==> src/rtl/tipi_nib_sequencer_if.sv <==
// Nibble-bus and register-file signal bundle for tipi_nib_sequencer.
// master = Pi/register-file side that drives the inputs, slave = sequencer.
// All signals are plain wires; no logic lives here.
interface tipi_nib_sequencer_if;
  logic       r_clk;
  logic       r_nibrst;
  logic [3:0] r_nib_in;
  logic [3:0] r_nib_out;
  logic       r_nib_oe;
  logic [7:0] td_q;
  logic [7:0] tc_q;
  logic [7:0] rd_d;
  logic       rd_we;
  logic [7:0] rc_d;
  logic       rc_we;
  logic       busy;
  logic       err;

  modport master (
    output r_clk, r_nibrst, r_nib_in, td_q, tc_q,
    input  r_nib_out, r_nib_oe, rd_d, rd_we, rc_d, rc_we, busy, err
  );

  modport slave (
    input  r_clk, r_nibrst, r_nib_in, td_q, tc_q,
    output r_nib_out, r_nib_oe, rd_d, rd_we, rc_d, rc_we, busy, err
  );
endinterface

==> src/rtl/tipi_nib_sequencer.sv <==
// Sequences the Pi nibble bus against the TIPI TD/TC/RD/RC registers in the clk domain.
// Latency: an r_clk edge acts SYNC_STAGES+1 clk after the pin edge; write strobe 1 clk after the last nibble edge.
// No backpressure: the Pi paces the bus; a stalled transaction is aborted by the watchdog.
// Optional feature: define TIPI_NIB_CKSUM_EN for a trailing hi^lo checksum nibble on writes and reads.
module tipi_nib_sequencer #(
  parameter int SYNC_STAGES = 2,
  parameter int TIMEOUT_W   = 8,
  parameter int TIMEOUT     = 200
) (
  input  logic                clk,
  input  logic                rst,
  tipi_nib_sequencer_if.slave bus
);

`ifdef TIPI_NIB_CKSUM_EN
  typedef enum logic [3:0] {
    IDLE, CMD, WR_HI, WR_LO, WR_CK, RD_HI, RD_LO, RD_CK, DONE
  } state_t;
`else
  typedef enum logic [2:0] {
    IDLE, CMD, WR_HI, WR_LO, RD_HI, RD_LO, DONE
  } state_t;
`endif

  localparam logic [TIMEOUT_W-1:0] WD_LAST = TIMEOUT_W'(TIMEOUT - 1);

  logic [SYNC_STAGES-1:0] clk_sync;
  logic [SYNC_STAGES-1:0] nibrst_sync;
  logic                   clk_prev;
  logic                   r_clk_s;
  logic                   nibrst_s;
  logic                   rise;
  logic                   fall;

  state_t                 state;
  logic [TIMEOUT_W-1:0]   wd;
  logic [7:0]             snap;
  logic [3:0]             hi;
`ifdef TIPI_NIB_CKSUM_EN
  logic [3:0]             lo;
`endif
  logic                   sel_rc;
  logic                   busy_w;
  logic                   rd_phase;

  logic [3:0]             nib_out;
  logic                   nib_oe;
  logic [7:0]             rd_d_q;
  logic                   rd_we_q;
  logic [7:0]             rc_d_q;
  logic                   rc_we_q;
  logic                   err_q;

  // Synchronise the Pi strobes; the extra clk_prev flop gives edge detection on clean levels.
  always_ff @(posedge clk or posedge rst) begin
    if (rst) begin
      clk_sync    <= '0;
      nibrst_sync <= '0;
      clk_prev    <= 1'b0;
    end else begin
      clk_sync    <= {clk_sync[SYNC_STAGES-2:0], bus.r_clk};
      nibrst_sync <= {nibrst_sync[SYNC_STAGES-2:0], bus.r_nibrst};
      clk_prev    <= r_clk_s;
    end
  end

  assign r_clk_s  = clk_sync[SYNC_STAGES-1];
  assign nibrst_s = nibrst_sync[SYNC_STAGES-1];
  assign rise     = r_clk_s & ~clk_prev;
  assign fall     = ~r_clk_s & clk_prev;

`ifdef TIPI_NIB_CKSUM_EN
  assign busy_w   = (state == WR_HI) || (state == WR_LO) || (state == WR_CK) ||
                    (state == RD_HI) || (state == RD_LO) || (state == RD_CK);
  assign rd_phase = (state == RD_HI) || (state == RD_LO) || (state == RD_CK);
`else
  assign busy_w   = (state == WR_HI) || (state == WR_LO) ||
                    (state == RD_HI) || (state == RD_LO);
  assign rd_phase = (state == RD_HI) || (state == RD_LO);
`endif

  // Transaction FSM with registered bus/register outputs and the inter-edge watchdog.
  always_ff @(posedge clk or posedge rst) begin
    if (rst) begin
      state   <= IDLE;
      wd      <= '0;
      snap    <= '0;
      hi      <= '0;
`ifdef TIPI_NIB_CKSUM_EN
      lo      <= '0;
`endif
      sel_rc  <= 1'b0;
      nib_out <= '0;
      nib_oe  <= 1'b0;
      rd_d_q  <= '0;
      rd_we_q <= 1'b0;
      rc_d_q  <= '0;
      rc_we_q <= 1'b0;
      err_q   <= 1'b0;
    end else begin
      rd_we_q <= 1'b0;
      rc_we_q <= 1'b0;
      err_q   <= 1'b0;
      if (nibrst_s) begin
        // Transaction reset wins over any r_clk edge and aborts silently.
        state  <= CMD;
        nib_oe <= 1'b0;
        wd     <= '0;
      end else begin
        if (rise || fall || !busy_w) wd <= '0;
        else                         wd <= wd + 1'b1;

        if (busy_w && !(rise || fall) && (wd == WD_LAST)) begin
          err_q  <= 1'b1;
          nib_oe <= 1'b0;
          state  <= IDLE;
        end else begin
          // The CPLD only takes the bus once the Pi has released it on a falling edge.
          if (fall && rd_phase) nib_oe <= 1'b1;

          if (rise) begin
            case (state)
              CMD: begin
                case (bus.r_nib_in)
                  4'h0: begin snap <= bus.td_q; state <= RD_HI; end
                  4'h1: begin snap <= bus.tc_q; state <= RD_HI; end
                  4'h2: begin sel_rc <= 1'b0;   state <= WR_HI; end
                  4'h3: begin sel_rc <= 1'b1;   state <= WR_HI; end
                  default: begin err_q <= 1'b1; state <= DONE; end
                endcase
              end
              WR_HI: begin
                hi    <= bus.r_nib_in;
                state <= WR_LO;
              end
`ifdef TIPI_NIB_CKSUM_EN
              WR_LO: begin
                lo    <= bus.r_nib_in;
                state <= WR_CK;
              end
              WR_CK: begin
                if (bus.r_nib_in == (hi ^ lo)) begin
                  if (sel_rc) begin rc_d_q <= {hi, lo}; rc_we_q <= 1'b1; end
                  else        begin rd_d_q <= {hi, lo}; rd_we_q <= 1'b1; end
                end else begin
                  err_q <= 1'b1;
                end
                state <= DONE;
              end
              RD_LO: begin
                nib_out <= snap[3:0];
                state   <= RD_CK;
              end
              RD_CK: begin
                nib_out <= snap[7:4] ^ snap[3:0];
                state   <= DONE;
              end
`else
              WR_LO: begin
                if (sel_rc) begin rc_d_q <= {hi, bus.r_nib_in}; rc_we_q <= 1'b1; end
                else        begin rd_d_q <= {hi, bus.r_nib_in}; rd_we_q <= 1'b1; end
                state <= DONE;
              end
              RD_LO: begin
                nib_out <= snap[3:0];
                state   <= DONE;
              end
`endif
              RD_HI: begin
                nib_out <= snap[7:4];
                state   <= RD_LO;
              end
              default: ; // IDLE and DONE ignore r_clk edges
            endcase
          end
        end
      end
    end
  end

  assign bus.r_nib_out = nib_out;
  assign bus.r_nib_oe  = nib_oe;
  assign bus.rd_d      = rd_d_q;
  assign bus.rd_we     = rd_we_q;
  assign bus.rc_d      = rc_d_q;
  assign bus.rc_we     = rc_we_q;
  assign bus.busy      = busy_w;
  assign bus.err       = err_q;

endmodule

==> src/flat_wrapper.sv <==
// flat-port wrapper written by rule: the top's interface ports become plain ports
module tipi_nib_sequencer_flat 
#(
  parameter int SYNC_STAGES = 2,
  parameter int TIMEOUT_W   = 8,
  parameter int TIMEOUT     = 200
)
  (clk, rst, bus_r_clk, bus_r_nibrst, bus_r_nib_in, bus_td_q, bus_tc_q, bus_r_nib_out, bus_r_nib_oe, bus_rd_d, bus_rd_we, bus_rc_d, bus_rc_we, bus_busy, bus_err);
  tipi_nib_sequencer_if bus_i ();
  input  logic clk;
  input  logic rst;
  input wire logic [$bits(bus_i.r_clk)-1:0] bus_r_clk;
  input wire logic [$bits(bus_i.r_nibrst)-1:0] bus_r_nibrst;
  input wire logic [$bits(bus_i.r_nib_in)-1:0] bus_r_nib_in;
  input wire logic [$bits(bus_i.td_q)-1:0] bus_td_q;
  input wire logic [$bits(bus_i.tc_q)-1:0] bus_tc_q;
  output wire logic [$bits(bus_i.r_nib_out)-1:0] bus_r_nib_out;
  output wire logic [$bits(bus_i.r_nib_oe)-1:0] bus_r_nib_oe;
  output wire logic [$bits(bus_i.rd_d)-1:0] bus_rd_d;
  output wire logic [$bits(bus_i.rd_we)-1:0] bus_rd_we;
  output wire logic [$bits(bus_i.rc_d)-1:0] bus_rc_d;
  output wire logic [$bits(bus_i.rc_we)-1:0] bus_rc_we;
  output wire logic [$bits(bus_i.busy)-1:0] bus_busy;
  output wire logic [$bits(bus_i.err)-1:0] bus_err;
  assign bus_i.r_clk = bus_r_clk;
  assign bus_i.r_nibrst = bus_r_nibrst;
  assign bus_i.r_nib_in = bus_r_nib_in;
  assign bus_i.td_q = bus_td_q;
  assign bus_i.tc_q = bus_tc_q;
  assign bus_r_nib_out = bus_i.r_nib_out;
  assign bus_r_nib_oe = bus_i.r_nib_oe;
  assign bus_rd_d = bus_i.rd_d;
  assign bus_rd_we = bus_i.rd_we;
  assign bus_rc_d = bus_i.rc_d;
  assign bus_rc_we = bus_i.rc_we;
  assign bus_busy = bus_i.busy;
  assign bus_err = bus_i.err;
  tipi_nib_sequencer #(.SYNC_STAGES(SYNC_STAGES), .TIMEOUT_W(TIMEOUT_W), .TIMEOUT(TIMEOUT)) u_core (.clk(clk), .rst(rst), .bus(bus_i));
endmodule
==> config.mk <==
export PLATFORM = sky130hd
export DESIGN_NAME = tipi_nib_sequencer_flat
export DESIGN_NICKNAME = d
export VERILOG_FILES = /design/src/rtl/tipi_nib_sequencer_if.sv /design/src/rtl/tipi_nib_sequencer.sv /design/src/flat_wrapper.sv
export SDC_FILE = /design/constraint.sdc
export NUM_CORES = 1
export LEC_CHECK = 0
export BUFFER_PORTS_ARGS = -buffer_cell sky130_fd_sc_hd__buf_2
export CORE_MARGIN = 2
export CORE_UTILIZATION = 48
export DETAILED_ROUTE_END_ITERATION = 10
export PLACE_DENSITY_LB_ADDON = 0.2
export SLEW_MARGIN = 40
export SYNTH_ARGS = -nofsm -noshare
export SYNTH_HDL_FRONTEND = slang
export SYNTH_SLANG_ARGS = --single-unit
==> constraint.sdc <==
create_clock -name clk -period 1.6 [get_ports clk]
set_input_delay 0.24 -clock clk [delete_from_list [all_inputs] [get_ports clk]]
set_output_delay 0.24 -clock clk [all_outputs]
set_load 0.1 [all_outputs]
==> impl_metrics.py, run 1 <==
metrics = {
    "yosys": {
        "yosys.area_share.adder_pct": 1.62,
        "ys_seq_area_share_pct": 57.1,
        "synth_mux_area_share_pct": 16.0,
        "netlist.top_cell.by_area": "dfrtp_1",
        "yosysWarnings": 0,
        "syn_nets": 215,
        "synth_area_um2": 2320,
        "ys_top_cells_by_area": "dfrtp_1 57%, mux2_2 8.2%, mux2i_1 5.2%, nor2_1 2.7%, mux2_4 2.6%",
        "yosys_register_bits": 53,
        "syn_inst": 188,
        "synth_area_per_cell_um2": 12.4,
        "yosysUniqueCellTypes": 35,
        "synth_top_family_by_area": "multiplexers",
        "synth_xor_area_share_pct": 2.26,
        "synth-compound-area-share_pct": 5.33,
        "synthSimpleGateAreaFrac_pct": 16.0,
        "synth_top_area_share_pct": 57.1,
    },
    "finish": {
        "drive_gt1_share_pct": 44.6,
        "syn2layout_area_growth_pct": 29.9,
        "mostFrequentLayoutCell": "dfrtp_1",
        "fin_nets": 297,
        "mostFrequentLayoutCells": "52 x dfrtp_1, 47 x buf_2, 28 x buf_4",
        "fin_cells": 325,
        "stdcell_area_um2": 3020,
        "antennaDiodeCount": 0,
    },
    "floorplanning": {
        "chipHeight_um": 73.6,
        "die_w_um": 73.6,
        "core_area_um2": 4690,
        "dieArea_um2": 5410,
        "initial_core_util_pct": 49.5,
        "rows": 25,
        "ios": 49,
    },
    "pwr": {
        "power.density_nw_per_um2": 1380,
        "vdd_drop_max_mv": 0.688,
        "power.leakage_nw": 1.51,
    },
    "worst_setup_path": {
        "cp.arrival_ps": 1830,
        "crit_top_cell": "nand4_4",
        "path_class": "flip-flop to flip-flop",
        "cp_max_fo": 9,
        "worst_setup_path_end_kind": "flip-flop",
        "critPathLaunchType": "flip-flop",
        "crit_chain": "nor4b_4, nand4_4, nand4_4, mux2_2",
        "worstPathRequired_ps": 1800,
        "crit_slowest_cell": "dfrtp_1",
        "slowest_delay_ps": 410,
    },
    "route": {
        "drt-pass1-iter-count": 4,
        "wirelength_mm": 4.56,
        "wl_per_cell_um": 14.0,
        "dr_total_vias": 1678,
        "via_per_inst": 5.16,
        "drt-initial-drc-count": 80,
        "drc": 0,
        "ant_nets": 0,
    },
    "placement": {
        "gp_congestion": 0.803,
        "numPortBuffers": 48,
        "dp_cells": 310,
        "dpl.hpwl_mm": 3.23,
        "place_area_um2": 2830,
        "post-place-ws_ps": -91.7,
    },
    "sta": {
        "final_hold_viol_count": 0,
        "max_slew_margin_pct": 67.6,
        "hold_slack_ps": 34.6,
        "max_freq_mhz": 616,
        "setup_viol": 17,
        "grt_setup_unrepaired": "yes",
        "tightestPinTransition_ps": 489,
        "slew_viol_final": 0,
        "worst_slack_ps": -23.9,
        "fin_crit_ps": 1620,
        "skew_ps": 8.37,
        "final.period_utilization_pct": 101,
    },
    "cts": {
        "numClockSinks": 53,
        "clkLatencyLatePin_ps": 310,
        "h-tree-depth": 2,
        "clock_path_buffers": 2,
        "clkSlewWorstSetupHoldPaths_ps": 100,
        "cts_buffers": 5,
        "cts-root-buf": "clkbuf_8",
        "cts_tree": "yes",
    },
    "grt": {
        "grt_pass1_wl_mm": 7.30,
        "grt_pass1_vias": 1626,
        "antenna_found_initial": 0,
        "grtUsageTotal_pct": 18.1,
        "grt_max_degree": 54,
        "gr-total-overflow": 0,
    },
    "outcome": {
        "violations": "negative setup slack",
        "outcome": "finished with violations",
    },
    "min_path": {
        "hold_class": "input pin to flip-flop",
    },
    "job": {
        "drv_cap": 0,
    },
}
-- per-stage QoR --
| step | setup TNS [ps] | power (mW) | util [%] |
|---|---|---|---|
| 2_1_floorplan | -331 | 3.01 | - |
| 3_3_place_gp | -959 | 3.33 | 60.4 |
| 3_5_place_dp | -1180 | 3.36 | 60.4 |
| 4_1_cts | -122 | 4.16 | 63.6 |
| 5_1_grt | -1710 | 4.34 | 64.3 |
| 6_report | -172 | 4.16 | 64.3 |
-- critical path: cells and delay by family, from the launching register on --
kind | cells | cell delay [ps]
and+or+nand+nor | 3 | 740
DFF | 1 | 410
muxes | 1 | 360
-- path summary, 6_finish.rpt --
kind / slack (ps) / depth (start not counted) / from / end
max: -20 / 4 / u_core.wd[5] / u_core.bus.rd_d[6]
min: 30 / 1 / bus_r_clk / u_core.clk_sync[0]
max reg2reg: -20 / 4 / u_core.wd[5] / u_core.bus.rd_d[6]
min reg2reg: 350 / 0 / u_core.clk_sync[0] / u_core.clk_sync[1]
max in group asynchronous: 850 / 4 / rst / u_core.state[2]
min in group asynchronous: 520 / 4 / rst / u_core.bus.r_nib_out[0]
-- what timing repair did --
item / 4_1_cts / 5_1_grt
buffers inserted: 4 / 2
hold endpoints to repair: 53 / 0
gates resized for setup: 4 / 4
setup endpoints to repair: 17 / 28
pin swaps: 3 / 2
hold buffers: 1 / 0
-- synth_stat cells --
master / instances
nand2_1: 12
xor2_1: 4
buf_1: 1
mux2_2: 17
nand4_2: 2
nor2b_1: 5
a221oi_1: 1
and2_1: 4
clkbuf_2: 1
inv_1: 6
xnor2_1: 2
dfrtp_1: 53
and4_4: 1
nor4b_4: 1
nor3b_1: 2
and3_1: 2
or2b_1: 1
nor2_1: 17
a21oi_1: 6
and3_2: 1
nand3b_1: 2
o21ai_0: 11
nor3_1: 1
mux2_4: 4
nand2b_1: 3
clkbuf_1: 2
o221ai_1: 2
ha_1: 3
nand3_1: 3
nand4bb_1: 1
mux2i_1: 12
nand4b_1: 2
o22ai_1: 1
a31oi_1: 1
nand4_4: 1
-- cells by family (layout without fill, tap and decap cells) --
family,Yosys count,count (layout)
buffers and inverters,10,93
XOR/XNOR,6,6
multiplexers,33,33
AND/OR/NAND/NOR,61,61
flip-flops,53,53
adder cells (fa/ha/maj),3,3
AO/OA/AOI/OAI,22,22
-- final cells by class --
| cell class | count | area [µm²] |
|---|---|---|
| Sequential cell | 53 | 1330 |
| Clock inverter | 3 | 22.5 |
| Inverter | 6 | 22.5 |
| Clock buffer | 5 | 68.8 |
| Multi-Input combinational cell | 125 | 1000 |
| Tap cell | 54 | 67.6 |
| Timing Repair Buffer | 79 | 507 |
| Fill cell | 383 | 1680 |
-- flip-flops by register name, summed over array words and instances, names as in the netlist, 3 cells and up --
| name | cells |
|---|---|
| u_core.bus.r_nib_out | 4 |
| u_core.bus.rc_d | 8 |
| u_core.bus.rd_d | 8 |
| u_core.hi | 4 |
| u_core.snap | 8 |
| u_core.state | 3 |
| u_core.wd | 8 |
-- layer usage --
metal  GRT usage, %  share of wire (%)  vias to the layer above
met4           6.67               0.64                        0
met1           22.8                 45                      824
met2           29.7                 51                       35
met3           5.08                3.5                        2
met5              0                  0                        -
li1               -                  -                      817
-- power breakdown --
group | total [mW] | internal [mW] | switching (mW)
logic | 1.75 | 0.423 | 1.32
clock network | 0.746 | 0.307 | 0.438
registers | 1.67 | 1.55 | 0.117
Power figures use the tool's default switching activity.
==> inputs of run 2 (changes only) <==
--- a/config.mk
+++ b/config.mk
@@ -8,7 +8,9 @@
 export BUFFER_PORTS_ARGS = -buffer_cell sky130_fd_sc_hd__buf_2
 export CORE_MARGIN = 2
 export CORE_UTILIZATION = 48
+export CTS_CLUSTER_DIAMETER = 120
 export DETAILED_ROUTE_END_ITERATION = 10
+export HOLD_SLACK_MARGIN = 0.12
 export PLACE_DENSITY_LB_ADDON = 0.2
 export SLEW_MARGIN = 40
 export SYNTH_ARGS = -nofsm -noshare
==> run 2 against run 1 <==
Net effect: the flow still finishes with violations (negative setup slack); largest cell class unchanged; core utilization increased by 0.43 points; non-clock buffer count rose by 2; first-iteration DRC count down 20%.
==> impl_metrics.py, run 2 (synthesis results as in run 1) <==
metrics = {
    "outcome": {
        "outcome": "finished with violations",
        "violations": "negative setup slack",
    },
    "sta": {
        "skew_ps": 10.1,
        "grt_setup_unrepaired": "yes",
        "final.period_utilization_pct": 101,
        "setup_viol": 16,
        "tightestPinTransition_ps": 489,
        "final_hold_viol_count": 0,
        "max_slew_margin_pct": 67.6,
        "hold_slack_ps": 212,
        "max_freq_mhz": 617,
        "slew_viol_final": 0,
        "fin_crit_ps": 1620,
        "worst_slack_ps": -21.2,
    },
    "worst_setup_path": {
        "r2r_end": "u_core.bus.rd_d[6]",
        "r2r_slack_ps": -20,
        "crit_chain": "nor4b_4, nand4_4, nand4_4, mux2_2",
        "crit_slowest_cell": "dfrtp_1",
        "crit_top_cell": "nand4_4",
        "endpoint": "u_core.bus.rd_d[6]",
        "r2r_cells": 4,
        "cp_max_fo": 9,
        "critPathBufInv": 0,
        "worst_setup_path_end_kind": "flip-flop",
        "reg2reg_from": "u_core.wd[5]",
        "cp.depth": 4,
        "startpoint": "u_core.wd[5]",
        "worstPathRequired_ps": 1810,
        "slowest_delay_ps": 410,
        "cp.arrival_ps": 1830,
        "crit_family": "simple AND/OR/NAND/NOR gates",
        "critPathLaunchType": "flip-flop",
        "path_class": "flip-flop to flip-flop",
    },
    "pwr": {
        "vdd_drop_max_mv": 0.693,
        "power.density_nw_per_um2": 1370,
        "p_sw_mw": 1.89,
        "power.leakage_nw": 1.51,
        "seqPwrFrac_pct": 40.0,
        "comb_power_share_pct": 41.9,
        "internal_power_mw": 2.28,
        "swShare_pct": 45.2,
        "total_power_mw": 4.17,
        "p_clk_share_pct": 18.1,
    },
    "finish": {
        "mostFrequentLayoutCell": "dfrtp_1",
        "syn2layout_area_growth_pct": 30.8,
        "mostFrequentLayoutCells": "52 x dfrtp_1, 47 x buf_2, 28 x buf_4",
        "ff_latch_area_um2": 1330,
        "multi_input_area_um2": 1000,
        "antennaDiodeCount": 0,
        "nFillCells": 381,
        "drive_gt1_share_pct": 44.3,
        "stdcell_area_um2": 3040,
        "fin_cells": 327,
        "fin_nets": 299,
        "final_util_pct": 64.7,
    },
    "floorplanning": {
        "ios": 49,
        "die_w_um": 73.6,
        "rows": 25,
        "core_area_um2": 4690,
        "chipHeight_um": 73.6,
        "dieArea_um2": 5410,
        "initial_core_util_pct": 49.5,
    },
    "route": {
        "ant_nets": 0,
        "via_per_inst": 5.17,
        "wirelength_mm": 4.57,
        "wl_per_cell_um": 14.0,
        "dr_total_vias": 1689,
        "drt-pass1-iter-count": 5,
        "drc": 0,
        "drt-initial-drc-count": 64,
    },
    "grt": {
        "grtUsageTotal_pct": 18.1,
        "gr-total-overflow": 0,
        "grt_pass1_vias": 1632,
        "grt_pass1_wl_mm": 7.31,
        "antenna_found_initial": 0,
        "grt_max_degree": 54,
    },
    "placement": {
        "numPortBuffers": 48,
        "place_area_um2": 2830,
        "dpl.hpwl_mm": 3.23,
        "dp_cells": 310,
        "gp_congestion": 0.803,
    },
    "min_path": {
        "hold_class": "input pin to flip-flop",
    },
    "cts": {
        "clock_path_buffers": 2,
        "clkSlewWorstSetupHoldPaths_ps": 100,
        "numClockSinks": 53,
        "cts-root-buf": "clkbuf_8",
        "cts_tree": "yes",
        "h-tree-depth": 2,
        "clkLatencyLatePin_ps": 310,
        "cts_buffers": 5,
    },
    "job": {
        "drv_cap": 0,
    },
}
[run 2: cell types whose count changed in the layout (fill, tap and decap cells not counted), sizes merged]
cell	before	now
dlygate4sd3	1	3
[run 2: worst min path at each step]
| stage | start | end | slack (ps) | cells past startpoint |
|---|---|---|---|---|
| floorplan | bus_r_clk | u_core.clk_sync[0] | 270 | 0 |
| global placement | rst | u_core.bus.r_nib_out[0] | 310 | 3 |
| detailed placement | rst | u_core.bus.r_nib_out[3] | 310 | 3 |
| CTS | bus_r_nib_in[2] | u_core.hi[2] | 200 | 2 |
| global route | bus_r_nib_in[2] | u_core.hi[2] | 220 | 2 |
| finish | bus_r_nib_in[2] | u_core.hi[2] | 210 | 2 |
[run 2: what timing repair did]
item	in CTS	in global routing
resized for setup	4	4
hold endpoints to repair	55	0
pin swaps	3	2
hold buffers	3	0
endpoints found under the setup margin	17	28
setup buffers	4	2
[run 2: area by class of cell]
type / count / area share [%]
well taps: 54 / 2.22
clock inverters: 3 / 0.742
inverters: 6 / 0.742
flip-flops and latches: 53 / 43.7
multi-input cells: 125 / 33.0
repair buffers: 81 / 17.3
clock buffers: 5 / 2.27
[run 2: layer usage]
| metal | global-route usage [%] | share of wire, % | wire [µm] |
|---|---|---|---|
| met5 | 0 | 0 | 0 |
| met4 | 6.67 | 1.5 | 69 |
| met3 | 5.08 | 3.6 | 166 |
| met2 | 29.7 | 50 | 2270 |
| met1 | 22.8 | 45 | 2060 |
[run 2: power by group through the flow]
stage | logic, mW | registers [mW] | clock network [mW]
6_report | 1.75 | 1.67 | 0.755
5_1_grt | 1.83 | 1.69 | 0.822
2_1_floorplan | 0.409 | 2.60 | 0
3_3_place_gp | 1.64 | 1.69 | 0
4_1_cts | 1.72 | 1.67 | 0.773
3_5_place_dp | 1.66 | 1.70 | 0
[run 2: per-stage QoR]
| step | TNS, ps | worst slack [ps] |
|---|---|---|
| 2_1_floorplan | -331 | -20.7 |
| 3_3_place_gp | -959 | -70.0 |
| 3_5_place_dp | -1180 | -91.7 |
| 4_1_cts | -122 | -28.4 |
| 5_1_grt | -1710 | -93.7 |
| 6_report | -123 | -21.2 |
